### src/rtl/branch_resolve_pkg.sv
// -----------------------------------------------------------------------------
// branch_resolve_pkg
// Shared constants for the branch resolution unit:
//   - branch opcode encodings (br_op)
//   - 2-bit FSM state encoding
//   - word-offset shift applied to the branch immediate
// -----------------------------------------------------------------------------
package branch_resolve_pkg;

  // br_op encodings
  localparam logic [1:0] OP_BEQ  = 2'b00;
  localparam logic [1:0] OP_BNE  = 2'b01;
  localparam logic [1:0] OP_BLEZ = 2'b10;
  localparam logic [1:0] OP_BGTZ = 2'b11;

  // FSM state encoding
  localparam logic [1:0] ST_IDLE     = 2'b00;
  localparam logic [1:0] ST_EVAL     = 2'b01;
  localparam logic [1:0] ST_REDIRECT = 2'b10;

  // Branch immediate is in words; shift converts it to a byte offset
  localparam int OFFSET_SHIFT = 2;

endpackage

### src/rtl/branch_resolve_target_adder.sv
// -----------------------------------------------------------------------------
// branch_target_adder
// Combinational branch target: pc_plus4 + (sign_extend(imm16) << 2), wrapping
// silently modulo 2^ADDR_W. ADDR_W must be at least 18.
// Ports:
//   pc_plus4  in  ADDR_W  PC of the branch + 4
//   imm16     in  16      signed word offset
//   target    out ADDR_W  branch target address
// -----------------------------------------------------------------------------
module branch_target_adder
  import branch_resolve_pkg::*;
#(
  parameter int ADDR_W = 32
) (
  input  logic [ADDR_W-1:0] pc_plus4,
  input  logic [15:0]       imm16,
  output logic [ADDR_W-1:0] target
);

  logic signed [ADDR_W-1:0] w_ext;
  logic signed [ADDR_W-1:0] w_off;

  assign w_ext  = {{(ADDR_W-16){imm16[15]}}, imm16};
  assign w_off  = w_ext <<< OFFSET_SHIFT;
  assign target = pc_plus4 + $unsigned(w_off);

endmodule

### src/rtl/branch_resolve.sv
// -----------------------------------------------------------------------------
// branch_resolve
// Resolves a conditional branch whose comparison has already been done by the
// ALU (cmp_s[0]). A taken branch pulses flush for one cycle and then offers the
// target to fetch on a valid/ready handshake until accepted.
// Optional feature macro: BRANCH_STATS_EN adds saturating branch / taken-branch
// counters and their output ports.
// Ports:
//   clk            in   clock, rising edge
//   reset          in   asynchronous active-low reset
//   br_valid       in   branch request present
//   br_ready       out  request accepted (IDLE)
//   br_op          in   2-bit branch opcode (debug / statistics only)
//   cmp_s          in   32-bit ALU compare result, only bit 0 is used
//   pc_plus4       in   ADDR_W PC of branch + 4
//   imm16          in   16-bit signed word offset
//   redirect_valid out  target offered to fetch
//   redirect_ready in   fetch accepts target
//   redirect_pc    out  ADDR_W branch target
//   flush          out  one-cycle squash pulse on a taken branch
//   br_count       out  STAT_W (BRANCH_STATS_EN only) resolved branches
//   taken_count    out  STAT_W (BRANCH_STATS_EN only) taken branches
// -----------------------------------------------------------------------------
module branch_resolve
  import branch_resolve_pkg::*;
#(
  parameter int STAT_W = 16,
  parameter int ADDR_W = 32
) (
  input  logic              clk,
  input  logic              reset,
  input  logic              br_valid,
  output logic              br_ready,
  input  logic [1:0]        br_op,
  input  logic [31:0]       cmp_s,
  input  logic [ADDR_W-1:0] pc_plus4,
  input  logic [15:0]       imm16,
  output logic              redirect_valid,
  input  logic              redirect_ready,
  output logic [ADDR_W-1:0] redirect_pc,
  output logic              flush
`ifdef BRANCH_STATS_EN
  ,
  output logic [STAT_W-1:0] br_count,
  output logic [STAT_W-1:0] taken_count
`endif
);

  logic [1:0]        r_state;
  logic [1:0]        r_op;
  logic              r_taken;
  logic [ADDR_W-1:0] r_pc4;
  logic [15:0]       r_imm;
  logic [ADDR_W-1:0] r_redirect_pc;
  logic [ADDR_W-1:0] w_target;
  logic              w_accept;

  assign w_accept = (r_state == ST_IDLE) && br_valid;

  // Request capture: data only, no reset needed since it is only consumed in EVAL
  always_ff @(posedge clk) begin
    if (w_accept) begin
      r_op    <= br_op;
      r_taken <= cmp_s[0];
      r_pc4   <= pc_plus4;
      r_imm   <= imm16;
    end
  end

  branch_target_adder #(
    .ADDR_W (ADDR_W)
  ) u_target_adder (
    .pc_plus4 (r_pc4),
    .imm16    (r_imm),
    .target   (w_target)
  );

  // FSM and registered target; async reset abandons any pending branch
  always_ff @(posedge clk or negedge reset) begin
    if (!reset) begin
      r_state       <= ST_IDLE;
      r_redirect_pc <= '0;
    end else begin
      case (r_state)
        ST_IDLE: begin
          if (br_valid) r_state <= ST_EVAL;
        end
        ST_EVAL: begin
          if (r_taken) begin
            r_state       <= ST_REDIRECT;
            r_redirect_pc <= w_target;
          end else begin
            r_state <= ST_IDLE;
          end
        end
        ST_REDIRECT: begin
          if (redirect_ready) r_state <= ST_IDLE;
        end
        default: r_state <= ST_IDLE;
      endcase
    end
  end

  assign br_ready       = (r_state == ST_IDLE);
  assign redirect_valid = (r_state == ST_REDIRECT);
  assign redirect_pc    = r_redirect_pc;
  assign flush          = (r_state == ST_EVAL) && r_taken;

  // The ALU has already selected the comparison, so br_op does not affect
  // resolution; it is captured for debug visibility only.
  logic w_unused;
  assign w_unused = ^{cmp_s[31:1], r_op};

`ifdef BRANCH_STATS_EN
  logic [STAT_W-1:0] r_br_cnt;
  logic [STAT_W-1:0] r_tk_cnt;

  function automatic logic [STAT_W-1:0] sat_inc(input logic [STAT_W-1:0] v);
    return (&v) ? v : v + STAT_W'(1);
  endfunction

  always_ff @(posedge clk or negedge reset) begin
    if (!reset) begin
      r_br_cnt <= '0;
      r_tk_cnt <= '0;
    end else if (r_state == ST_EVAL) begin
      r_br_cnt <= sat_inc(r_br_cnt);
      if (r_taken) r_tk_cnt <= sat_inc(r_tk_cnt);
    end
  end

  assign br_count    = r_br_cnt;
  assign taken_count = r_tk_cnt;
`else
  logic [STAT_W-1:0] w_unused_stat;
  assign w_unused_stat = '0;
`endif

endmodule

### config.mk
export PLATFORM = sky130hd
export DESIGN_NAME = branch_resolve
export DESIGN_NICKNAME = d
export VERILOG_FILES = /design/src/rtl/branch_resolve_pkg.sv /design/src/rtl/branch_resolve_target_adder.sv /design/src/rtl/branch_resolve.sv
export SDC_FILE = /design/constraint.sdc
export NUM_CORES = 1
export LEC_CHECK = 0
export ABC_AREA = 1
export CORE_ASPECT_RATIO = 0.5
export CORE_MARGIN = 2
export CORE_UTILIZATION = 47
export CTS_BUF_LIST = sky130_fd_sc_hd__clkbuf_4 sky130_fd_sc_hd__clkbuf_8
export DETAILED_ROUTE_END_ITERATION = 12
export PLACE_DENSITY = 0.8
export SLEW_MARGIN = 10
export SYNTH_ARGS = -nofsm -noshare
export SYNTH_HDL_FRONTEND = slang
export SYNTH_SLANG_ARGS = --single-unit
### constraint.sdc
create_clock -name clk -period 4.6 [get_ports clk]
set_input_delay 0.46 -clock clk [delete_from_list [all_inputs] [get_ports clk]]
set_output_delay 0.46 -clock clk [all_outputs]
set_load 0.05 [all_outputs]
# --- Word-level counts from Yosys, hierarchy flattened ---
# Cells that the tools add are included.
op_classes:
  div: 0
  eq_ne: 4
  n_addsub: 1
  order_cmp: 0
  mux: 4
  n_reduce_logical: 5
  n_bitwise: 0
  n_shift: 0
  multipliers: 0
op_table:
  columns: ["cell", "count"]
  rows:
  - ["$add 32x32->32", 1]
  - ["$mux 2", 3]
  - ["$pmux 2 s3", 1]
  - ["$reduce_and 2->1", 2]
  - ["$eq 2x1->1 const B", 1]
  - ["$eq 2x2->1 const B", 1]
  - ["$logic_and 1x1->1", 2]
  - ["$logic_not 2->1", 1]
  - ["$ne 2x1->1 const B", 1]
  - ["$ne 2x2->1 const B", 1]
totals:
  word_cells: 19
  latch_bits: 0
  romBits: 0
  ramBits: 0
  out_inout_bits: 35
  input_bits: 86
  ff_bits: 83
  n_memories: 0

# --- Logic depth before layout (Yosys ltp) ---
logic_depth:
  ltp_word: 3
  mapped_depth: 13
  ltp_nobuf: 13

# --- Hierarchy ---
# A second synthesis with hierarchy kept.
hier_totals:
  hier_cells: 653
  hier_area_um2: 5162.5
modules_own_cells:
  columns: ["module", "n_inst", "seq_area_each_um2", "cells_each", "area_per_inst_um2"]
  rows:
  - ["branch_resolve", 1, 2322.2, 205, 2916.5]
  - ["branch_target_adder", 1, 0.0, 448, 2245.9]

# --- Least setup slack after synthesis ---
# No wires, ideal clock.
synth_timing:
  kind: "flip-flop to flip-flop"
  from: "register r_state[0]"
  to: "register r_imm[0] (enable)"
  path_stages_with_launch: 2
  required_time_ns: 4.074
  t_arrival_ns: 4.051
  setup_slack_ns: 0.023
  setup_time_ns: 0.526
  path_buffers: 0
  synth_period_minus_slack_ns: 4.577
  cell_sequence: "dfrtp_1 nor3b_1"
synth_between:
  elab_chain_len: 2
synth_rtl:
  columns: ["element", "line_no", "source"]
  rows:
  - ["start: declaration", "branch_resolve.sv:49", "logic [1:0] r_state;"]
  - ["start signal: assignment", "branch_resolve.sv:81", "r_state <= ST_IDLE;"]
  - ["start signal: assignment", "branch_resolve.sv:86", "if (br_valid) r_state <= ST_EVAL;"]
  - ["start signal: assignment", "branch_resolve.sv:90", "r_state <= ST_REDIRECT;"]
  - ["$logic_not 2->1", "branch_resolve.sv:58", "assign w_accept = (r_state == ST_IDLE) && br_valid;"]
  - ["$logic_and 1x1->1", "branch_resolve.sv:58", null]
  - ["net w_accept", "branch_resolve.sv:56", "logic w_accept;"]
  - ["end signal: assignment", "branch_resolve.sv:66", "r_imm <= imm16;"]
  - ["end: declaration", "branch_resolve.sv:53", "logic [15:0] r_imm;"]
# The timed path passes the listed nets, and every way through them passes these cells.
# A chain may end at the register's enable or synchronous reset.

# --- Worst setup path after layout ---
layout_timing:
  from: "register r_state[1]"
  to: "output flush"
layout_between:
  elab_chain_len: 2
layout_rtl:
  columns: ["element", "line_no", "source"]
  rows:
  - ["$eq 2x1->1", "branch_resolve.sv:107", "assign flush = (r_state == ST_EVAL) && r_taken;"]
  - ["$logic_and 1x1->1", "branch_resolve.sv:107", null]
  - ["end: declaration", "branch_resolve.sv:41", "output logic flush"]
# No other way between the ends.

==> results.md <==
- Clock transition at path regs: 0.09 ns
- Yosys reg bits: 83
- Clk Latency, worst-skew pair: 0.37 ns
- Clk pwr share: 16.9%
- CP Class: reg2out
- CTS tree: done
- Switching Share: 44.2%
- Worst setup EP type: primary output
- Sw Pwr: 1.40 mW
- Multi-input gate area: 2220 µm²
- Vias per cell: 4.83
- CTS Hold Buffers Added: 0
- Clk_skew: 0.0112 ns
- Hold Crit Class: reg2reg
- Final worst path period share: 70.5%
- Comb pwr share: 49.0%
- Clock root buffer: clkbuf_8
- Storage element area: 2320 µm²
- Max Transition Viols Final: 0
- GRT Residual Overflow: 0
- Internal Power: 1.77 mW
- Power density cells: 512 nW/µm²
- Critical Path Source Type: register
- WP data required: 4.14 ns
- Vias in the first global route: 4,056
- Die area: 11,400 µm²
- Die span in x: 149 µm
- Total setup buffers inserted after CTS: 0
- Synth Flop Type: edfxtp_1
- Wire length on met3: 601 µm
- Endpoints failing setup: 0
- Worst-Margin Slew: 0.762 ns
- Mapped Cells: 626
- Worst EP arrival: 2.79 ns
- Layout net count: 838
- DR WL/cell: 13.3 µm
- VDD IR max: 243 µV
- Post-Syn Area: 4960 µm²
- Leakage power: 3.05 nW
- Routed Wire Length: 11,600 µm
- Final Hold Viols: 0
- Power Total: 3.18 mW
- Via count: 4,185
- Max layer used: met4
- Sequential element share of the synthesized area: 46.8%
- IO Pins: 121
- Number of synthesized flops with an enable pin: 49
- Max frequency: 308 MHz
- Worst rel slew slack: 49.1%
- DRT iter0 DRCs: 250
- Register share of total power: 34.1%
- Layout filler cell count: 918
- Antenna-violating nets left: 0
- RSZ-0062 raised after global routing: false
- Synth warn: 0
- Setup TNS Final: 0 ns
- Initial antenna violation count: 0
- Post-synth net total: 742
- Area Overhead vs Synth: 25.1%
- Largest net degree at the start of global routing: 45
- Core area: 10,200 µm²
- First-pass GRT wire length: 19,500 µm
- Synth cell types: 33
- Row count: 26
- # resized after CTS: 0
- GRT Total Usage: 22.0%
- DRT Pass-1 Iters: 4
- Clk sinks: 83
- Antenna fix cells: 0
- Fraction of layout cells with a size suffix above 1: 6.74%
- Async SR Flop Fraction: 41.0%
- CTS H-tree lvls: 3
- Outcome: complete, no violations
- Maxcap violations: 0
- M1 WL: 5510 µm
- Post-synthesis average cell area: 7.92 µm²
- Crit path time final: 3.25 ns
- GP Congestion: 0.878
- IO Port Bufs: 87
- CTS buffer count: 9
- Post-DP HPWL: 9140 µm
- Chip Height: 76.6 µm
- Max FO, Critical Path: 44
- Starting Density: 48.4%
- Routed met2 length: 5290 µm
- CTS Buffer Depth: 2
- DR DRC count: 0
==> per-stage QoR <==
stage	setup slack [ns]	instance area [µm²]	utilization [%]	hold WS [ns]	std cells
final	1.35	6200	60.5	0.458	867
after global routing	1.16	6200	60.5	0.494	867
after CTS	1.32	6200	60.5	0.466	867
after detailed placement	1.74	6000	58.6	0.441	851
after global placement	1.75	6000	58.6	0.423	851
after floorplan	0.0227	4960	-	0.164	626
==> placed cells by master (no fill, tap or decap), types with 2 or more instances in the layout <==
master,count
nor2_1,35
nor2_2,6
inv_1,97
and2_1,2
xnor2_1,10
clkdlybuf4s50_1,87
nand3_2,7
nand3b_1,3
nand3_1,43
clkbuf_8,10
a21oi_1,19
a21oi_2,3
nand2_1,242
clkinv_4,2
buf_4,4
clkinv_1,2
dfrtp_1,34
o21bai_1,3
o21ai_1,3
or2_1,2
nand4_1,4
inv_2,3
nand2_2,7
ha_1,29
clkinv_2,2
edfxtp_1,49
o21ai_0,8
==> worst max-delay path: stages, from the launching register on <==
cell	delay, ns
dfrtp_1	0.42
inv_1	0.10
nand3_1	0.07
buf_4	0.26
inv_1	0.61
clkdlybuf4s50_1	0.94
==> power groups by stage <==
stage	registers (mW)	logic (mW)	clock network, mW
floorplan	1.59	0.553	0
global placement	1.10	1.53	0
detailed placement	1.10	1.56	0
CTS	1.09	1.56	0.553
global route	1.11	1.68	0.576
finish	1.08	1.56	0.537
==> final cells by class <==
class | count | share of cell area (%)
Clock inverter | 6 | 1.03
Inverter | 102 | 6.17
Tap cell | 140 | 2.82
Timing Repair Buffer | 91 | 14.5
Multi-Input combinational cell | 435 | 35.8
Clock buffer | 10 | 2.22
Sequential cell | 83 | 37.4
==> registers in the layout (all words and copies together) (netlist names) <==
name         count
r_imm           16
r_pc4           32
redirect_pc     32
r_taken          1
r_state          2
==> cell usage after synthesis, drive strengths merged (2+ instances only) <==
cell	number	area (µm²)
clkinv	2	7.51
nor2	42	180
inv	100	375
ha	29	363
xnor2	10	87.6
buf	3	26.3
nand2	249	952
a21oi	22	121
o21ai	11	55.1
dfrtp	34	851
nor3b	2	15.0
or2	2	12.5
edfxtp	49	1470
nand3b	3	22.5
and2	2	12.5
clkbuf	3	11.3
o21bai	4	33.8
nand3	50	285
nand4	4	25.0
==> path summary, 6_finish.rpt <==
path / startpoint / endpoint / slack, ns / cells past startpoint
min in group asynchronous: reset / r_state[1] / 0.49 / 2
worst max-delay path: r_state[1] / flush / 1.35 / 5
worst max register to register: r_imm[15] / redirect_pc[26] / 2.28 / 10
worst min register to register: r_pc4[1] / redirect_pc[1] / 0.46 / 2
max in group asynchronous: reset / redirect_pc[28] / 3.79 / 2
worst min-delay path: r_pc4[1] / redirect_pc[1] / 0.46 / 2
==> cell families after synthesis <==
family	synth area share, %
AO/OA/AOI/OAI	4.67
XOR/XNOR	1.94
adder cells (fa/ha/maj)	7.72
buffers and inverters	8.48
flip-flops	46.8
AND/OR/NAND/NOR	30.4
==> routing by layer <==
metal,global-route usage [%],vias to the layer above
met5,0,-
met4,6.10,0
met3,4.73,15
met2,36.1,91
met1,29.5,1906
li1,-,2173
(Power assumes the default switching activity.)
